<file path="config.mk">
export PLATFORM = sky130hd
export DESIGN_NAME = board_ram_arbiter
export DESIGN_NICKNAME = d
export VERILOG_FILES = /design/src/rtl/board_ram_arbiter.sv
export SDC_FILE = /design/constraint.sdc
export NUM_CORES = 1
export LEC_CHECK = 0
export CORE_UTILIZATION = 28
export CTS_BUF_LIST = sky130_fd_sc_hd__clkbuf_2
export DETAILED_ROUTE_END_ITERATION = 7
export PLACE_DENSITY_LB_ADDON = 0.1
export SLEW_MARGIN = 20
export SYNTH_ARGS = -nofsm -noshare
export SYNTH_HDL_FRONTEND = slang
export SYNTH_SLANG_ARGS = --single-unit
</file>
<file path="constraint.sdc">
create_clock -name clk -period 2.7 [get_ports clk]
set_clock_uncertainty 0.2 [all_clocks]
set_input_delay 0.54 -clock clk [delete_from_list [all_inputs] [get_ports clk]]
set_output_delay 0.54 -clock clk [all_outputs]
set_load 0.02 [all_outputs]
</file>
<file path="src/rtl/board_ram_arbiter.sv">
// Arbiter for the single port of one battleship board RAM: video has absolute
// priority, then the board-clear sequencer, then game-logic read/write requests.
module board_ram_arbiter #(
   parameter int ADDR_W      = 10,
   parameter int DATA_W      = 2,
   parameter int CLEAR_CELLS = 256
) (
   input  logic              clk,
   input  logic              rst,
   input  logic              vid_on,
   input  logic [ADDR_W-1:0] vid_addr,
   output logic [DATA_W-1:0] vid_data,
   input  logic              game_req,
   input  logic              game_we,
   input  logic [ADDR_W-1:0] game_addr,
   input  logic [DATA_W-1:0] game_wdata,
   output logic              game_ack,
   output logic [DATA_W-1:0] game_rdata,
   input  logic              clear_start,
   output logic              clear_busy,
   output logic [ADDR_W-1:0] ram_addr,
   output logic              ram_we,
   output logic [DATA_W-1:0] ram_wdata,
   input  logic [DATA_W-1:0] ram_rdata
);

   typedef enum logic [1:0] {OWN_NONE, OWN_VID, OWN_GAME} owner_t;
   typedef enum logic [1:0] {SLOT_IDLE, SLOT_VID, SLOT_CLEAR, SLOT_GAME} slot_t;

   localparam logic [ADDR_W-1:0] LAST_CELL = ADDR_W'(CLEAR_CELLS - 1);

   slot_t             slot;
   owner_t            own1;
   owner_t            own2;
   logic              outstanding;
   logic [ADDR_W-1:0] clear_cnt;

   // Who gets the port at the coming edge
   always_comb begin
      slot = SLOT_IDLE;
      if (vid_on)
         slot = SLOT_VID;
      else if (clear_busy)
         slot = SLOT_CLEAR;
      else if (game_req && !outstanding && !game_ack)
         slot = SLOT_GAME;
   end

   always_ff @(posedge clk or posedge rst) begin
      if (rst) begin
         ram_addr  <= '0;
         ram_we    <= 1'b0;
         ram_wdata <= '0;
         own1      <= OWN_NONE;
      end else begin
         ram_we <= 1'b0;
         own1   <= OWN_NONE;
         unique case (slot)
            SLOT_VID: begin
               ram_addr <= vid_addr;
               own1     <= OWN_VID;
            end
            SLOT_CLEAR: begin
               ram_addr  <= clear_cnt;
               ram_we    <= 1'b1;
               ram_wdata <= '0;
            end
            SLOT_GAME: begin
               ram_addr  <= game_addr;
               ram_we    <= game_we;
               ram_wdata <= game_wdata;
               own1      <= game_we ? OWN_NONE : OWN_GAME;
            end
            default: ;
         endcase
      end
   end

   // A new clear_start always restarts from cell 0, even mid-clear
   always_ff @(posedge clk or posedge rst) begin
      if (rst) begin
         clear_busy <= 1'b0;
         clear_cnt  <= '0;
      end else if (clear_start) begin
         clear_busy <= 1'b1;
         clear_cnt  <= '0;
      end else if (slot == SLOT_CLEAR) begin
         if (clear_cnt == LAST_CELL)
            clear_busy <= 1'b0;
         else
            clear_cnt <= clear_cnt + ADDR_W'(1);
      end
   end

   always_ff @(posedge clk or posedge rst) begin
      if (rst) begin
         own2        <= OWN_NONE;
         vid_data    <= '0;
         game_rdata  <= '0;
         game_ack    <= 1'b0;
         outstanding <= 1'b0;
      end else begin
         own2     <= own1;
         game_ack <= 1'b0;
         if (own2 == OWN_VID)
            vid_data <= ram_rdata;
         if (slot == SLOT_GAME && game_we) begin
            game_ack <= 1'b1;
         end else if (own2 == OWN_GAME) begin
            game_ack   <= 1'b1;
            game_rdata <= ram_rdata;
         end
         // Outstanding spans issue up to the edge where the ack pulse ends
         if (slot == SLOT_GAME)
            outstanding <= 1'b1;
         else if (game_ack)
            outstanding <= 1'b0;
      end
   end

endmodule

</file>
======== Yosys cells after proc, flatten, opt, wreduce, memory -nomap -nowiden ========
Index checks and enable logic that the tools add are counted.
operators by class
  mux-type cells .......................... 18
  eq/ne operators ......................... 7
  bitwise logic cells ..................... 1
  reductions and logical operators ........ 13
  $add $sub $neg .......................... 1
operator list
  cell                                            count
  two-way mux 10 bit                              3
  case mux 10 bit (3 select lines)                1
  adder 10 x 1 -> 10 bit, second input constant   1
  == test 10 x 8 -> 1 bit, second input constant  1
  two-way mux 2 bit                               4
  case mux 2 bit (2 select lines)                 2
  nonzero test 2 bit                              4
  two-way mux 1 bit                               7
  == test 2 bit, second input constant            3
  AND reduction 2 bit                             3
  == test 2 x 1 -> 1 bit, second input constant   2
  logical AND 1 bit                               3
  nonzero test 3 bit                              1
  logical NOT 1 bit                               2
  != test 2 bit, second input constant            1
  case mux 1 bit (2 select lines)                 1
  NOT 1 bit                                       1
storage, ports and cells
  input bits .............................. 30
  register bits after elaboration ......... 34
  word-level logic and storage cells ...... 51

======== Logic depth before layout (Yosys ltp) ========
  depth in word-level cells ............... 10
  mapped depth ............................ 5
  mapped depth without buffers ............ 4

======== Worst setup path after synthesis ========
No wires, ideal clock.
  kind .................................... in2reg
  start point ............................. input port vid_on
  end point ............................... register ram_wdata[0]
  data required time ...................... 2.378 ns
  setup time .............................. 0.122 ns
  setup slack ............................. 0.859 ns
  buffers on the path ..................... 1
  stages on the path ...................... 4
  data arrival time ....................... 1.519 ns
  cells stage by stage .................... or4b_4 buf_6 and2_4 a32o_1
between the ends
  longest elaborated chain between the ends .. 3
  elaborated cells on any way between the ends .. 5
ends and longest elaborated chain
  what                                                                          RTL line  RTL
  from (decl)                                                                   10        input logic vid_on,
  two-way mux 2 bit *                                                           41        if (vid_on)
  == test 2 bit                                                                 58        unique case (slot)
  case mux 2 bit (2 select lines) / nonzero test 2 bit (equally long branches)  -
  to (signal assigned)                                                          71        ram_wdata <= game_wdata;
  to (decl)                                                                     23        output logic [DATA_W-1:0] ram_wdata,
Every way passes the cells marked *; elsewhere a longest branch is shown, timed or not.
A chain may end at the register's enable or synchronous reset.

======== Worst setup path in the final report ========
  start point ............................. register clear_busy
  end point ............................... output port clear_busy
RTL lines
  what                    RTL line  RTL
  from (decl)             20        output logic clear_busy,
  from (signal assigned)  82        clear_busy <= 1'b0;
  from (signal assigned)  85        clear_busy <= 1'b1;
  from (signal assigned)  89        clear_busy <= 1'b0;
No word-level cell between the ends.

==> impl_metrics.py <==
metrics = {
    "cells_and_area": {
        "syn2layout_area_growth_pct": 33.0,
        "fin_util_pct": 39.5,
        "drive_above_1_share_pct": 10.2,
        "multiInputGateArea_um2": 865,
        "diodes": 0,
        "n_fill_cell": 603,
        "final_cells": 290,
        "regArea_um2": 851,
        "num-nets-final": 245,
    },
    "yosys": {
        "ys_async_sr_fraction_pct": 100,
        "yosysWarnings": 0,
        "synth_most_common_cell": "dfrtp_1",
        "synth_area_leader_cell": "dfrtp_1",
        "syn_area_per_cell_um2": 10.8,
        "synth_cell_type_count": 50,
        "ys.flop_type": "dfrtp_1",
        "synthTopCellsByCount": "dfrtp_1, and3_1, mux2i_1, o22a_1, o22ai_1",
        "seq_area_frac_synth_pct": 47.3,
        "synthTopCellsByArea": "dfrtp_1, mux2i_1, o22a_1",
        "synth.top_cell.area_share_pct": 47.3,
        "syn_nets": 197,
        "syn_area_um2": 1800,
        "synth-seq-cells": 34,
        "syn_inst": 166,
        "synth_edf_count": 0,
    },
    "grt": {
        "grt_pass1_wl_um": 7640,
        "grt_usage_pct": 15.3,
        "use_met3_pct": 3.30,
        "grt_max_degree": 35,
        "grt-ovfl-total": 0,
        "antenna_found_initial": 0,
        "use_met2_pct": 24.5,
        "met1_usage_pct": 20.6,
        "grt-busiest-layer": "met2",
        "grt_pass1_vias": 1521,
    },
    "floorplanning": {
        "num_io_pins": 49,
        "rows": 28,
        "coreArea_um2": 6060,
        "die_height_um": 82.2,
        "die_x_um": 82.2,
        "die_area_um2": 6750,
        "start_util_pct": 29.7,
    },
    "setup_path": {
        "cp_top_family": "buffers and inverters",
        "worstPathCellList": "clkdlybuf4s50_1",
        "worst-path-max-fanout": 5,
        "startpoint": "clear_busy",
        "r2r-end": "clear_cnt[9]",
        "cp-start-kind": "register",
        "path_buf_inv": 1,
        "cp.required_ps": 1960,
        "critPathSlowestCell": "clkdlybuf4s50_1",
        "cp.depth": 1,
        "cp_slowest_stage_delay_ps": 640,
        "r2r_slack_ps": 850,
        "reg2regPathDepth": 4,
        "timing.rr.start": "clear_busy",
        "endpoint": "clear_busy",
        "path_class": "reg -> out",
        "cp.arrival_ps": 1450,
        "cp-end-kind": "output pin",
    },
    "clocking": {
        "clkSinkCount": 34,
        "cts_root_buf": "clkbuf_2",
        "path_clk_slew_ps": 170,
        "post_cts_resized": 0,
        "numCtsBuffers": 5,
        "h-tree-depth": 2,
        "clkLatencyLatePin_ps": 360,
        "cts_max_path_buffers": 2,
        "cts_tree": "yes",
        "post-cts-setup-buffers": 0,
        "cts_hold_buffers": 0,
    },
    "timing": {
        "fmax_mhz": 457,
        "tightest_slew_ps": 511,
        "hold_violations": 0,
        "relSlewSlack_pct": 66.0,
        "setup_ws_ps": 512,
        "timing.final.crit_share_pct": 81.0,
        "min_period_ps": 2190,
        "rsz0062_at_grt": "false",
        "slew_viol_final": 0,
        "final.setup.tns_ps": 0,
        "finalSetupViolCount": 0,
    },
    "placed_design": {
        "place_congestion": 0.811,
        "hpwl_um": 3490,
        "preCtsSetupSlack_ps": 215,
        "io_buffers": 48,
        "dp.cells": 282,
    },
    "power": {
        "finalPower_uw": 1010,
        "peakVddDrop_uv": 180,
        "p_per_area_nw_per_um2": 420,
        "leakagePower_uw": 0.00104,
    },
    "detailed_routing": {
        "routedWlPerCell_um": 16.1,
        "routed_wl_um": 4680,
        "num_vias": 1537,
        "drtIter0Drc": 110,
        "routed_via_density": 5.30,
        "ant_nets": 0,
        "post-route-drc-count": 0,
        "drtPass1Iterations": 4,
    },
    "status": {
        "run_status": "completed",
    },
    "flow_run": {
        "drv_cap": 0,
    },
    "min_path": {
        "min_path_type": "reg -> reg",
    },
}
[report_power, final]
| part | internal (uW) | switching [uW] |
|---|---|---|
| registers | 537 | 21.6 |
| logic | 116 | 94.9 |
| clock network | 63.9 | 173 |
| total | 717 | 289 |
[cells by family after synthesis]
logic type,count (synthesis),share of synthesized area [%]
and+or+nand+nor,52,20.7
DFF,34,47.3
muxes,15,8.69
adders and majority gates,1,0.695
buffers and inverters,18,4.66
AOI/OAI and AO/OA,46,18.0
[area by class of cell]
| type | instances | area share, % |
|---|---|---|
| clock buffer | 6 | 1.26 |
| clock inverter | 2 | 0.366 |
| inverter | 5 | 0.785 |
| multi-input combinational | 114 | 36.1 |
| sequential | 34 | 35.6 |
| tap | 75 | 3.92 |
| timing repair buffer | 54 | 22.0 |
[through the flow]
stage | instance area, um2 | hold WS [ps]
detailed placement | 2350 | 136
finish | 2390 | 173
floorplan | 1800 | 131
CTS | 2390 | 171
global route | 2390 | 190
global placement | 2350 | 141
[flip-flops by register name, summed over array words and instances, names as in the netlist]
signal       cells
own2             2
vid_data         2
own1             2
game_rdata       2
ram_we           1
ram_wdata        2
game_ack         1
clear_busy       1
clear_cnt       10
ram_addr        10
outstanding      1
[worst min-delay path by stage]
stage                          to  startpoint  cells after the start  slack (ps)
final                     own2[1]     own1[1]                      0         170
after detailed placement  own2[1]     own1[1]                      0         140
after CTS                 own2[0]     own1[0]                      0         170
after floorplan           own2[0]     own1[0]                      0         130
after global routing      own2[1]     own1[1]                      0         190
after global placement    own2[1]     own1[1]                      0         140
[cell usage in the layout (no fill, tap or decap), types with 5 or more instances in the layout]
cell,instances
o22a_1,10
buf_4,6
clkbuf_2,6
o22ai_1,10
and3_1,11
clkdlybuf4s50_1,48
nand2b_1,6
mux2i_1,10
o21ai_0,5
inv_1,5
dfrtp_1,34
[metal layers]
metal | vias up | wire length, um
met1 | 759 | 2080
met4 | 0 | 27
met3 | 2 | 232
met5 | - | 0
li1 | 737 | -
met2 | 39 | 2330
(Power assumes the default switching activity.)
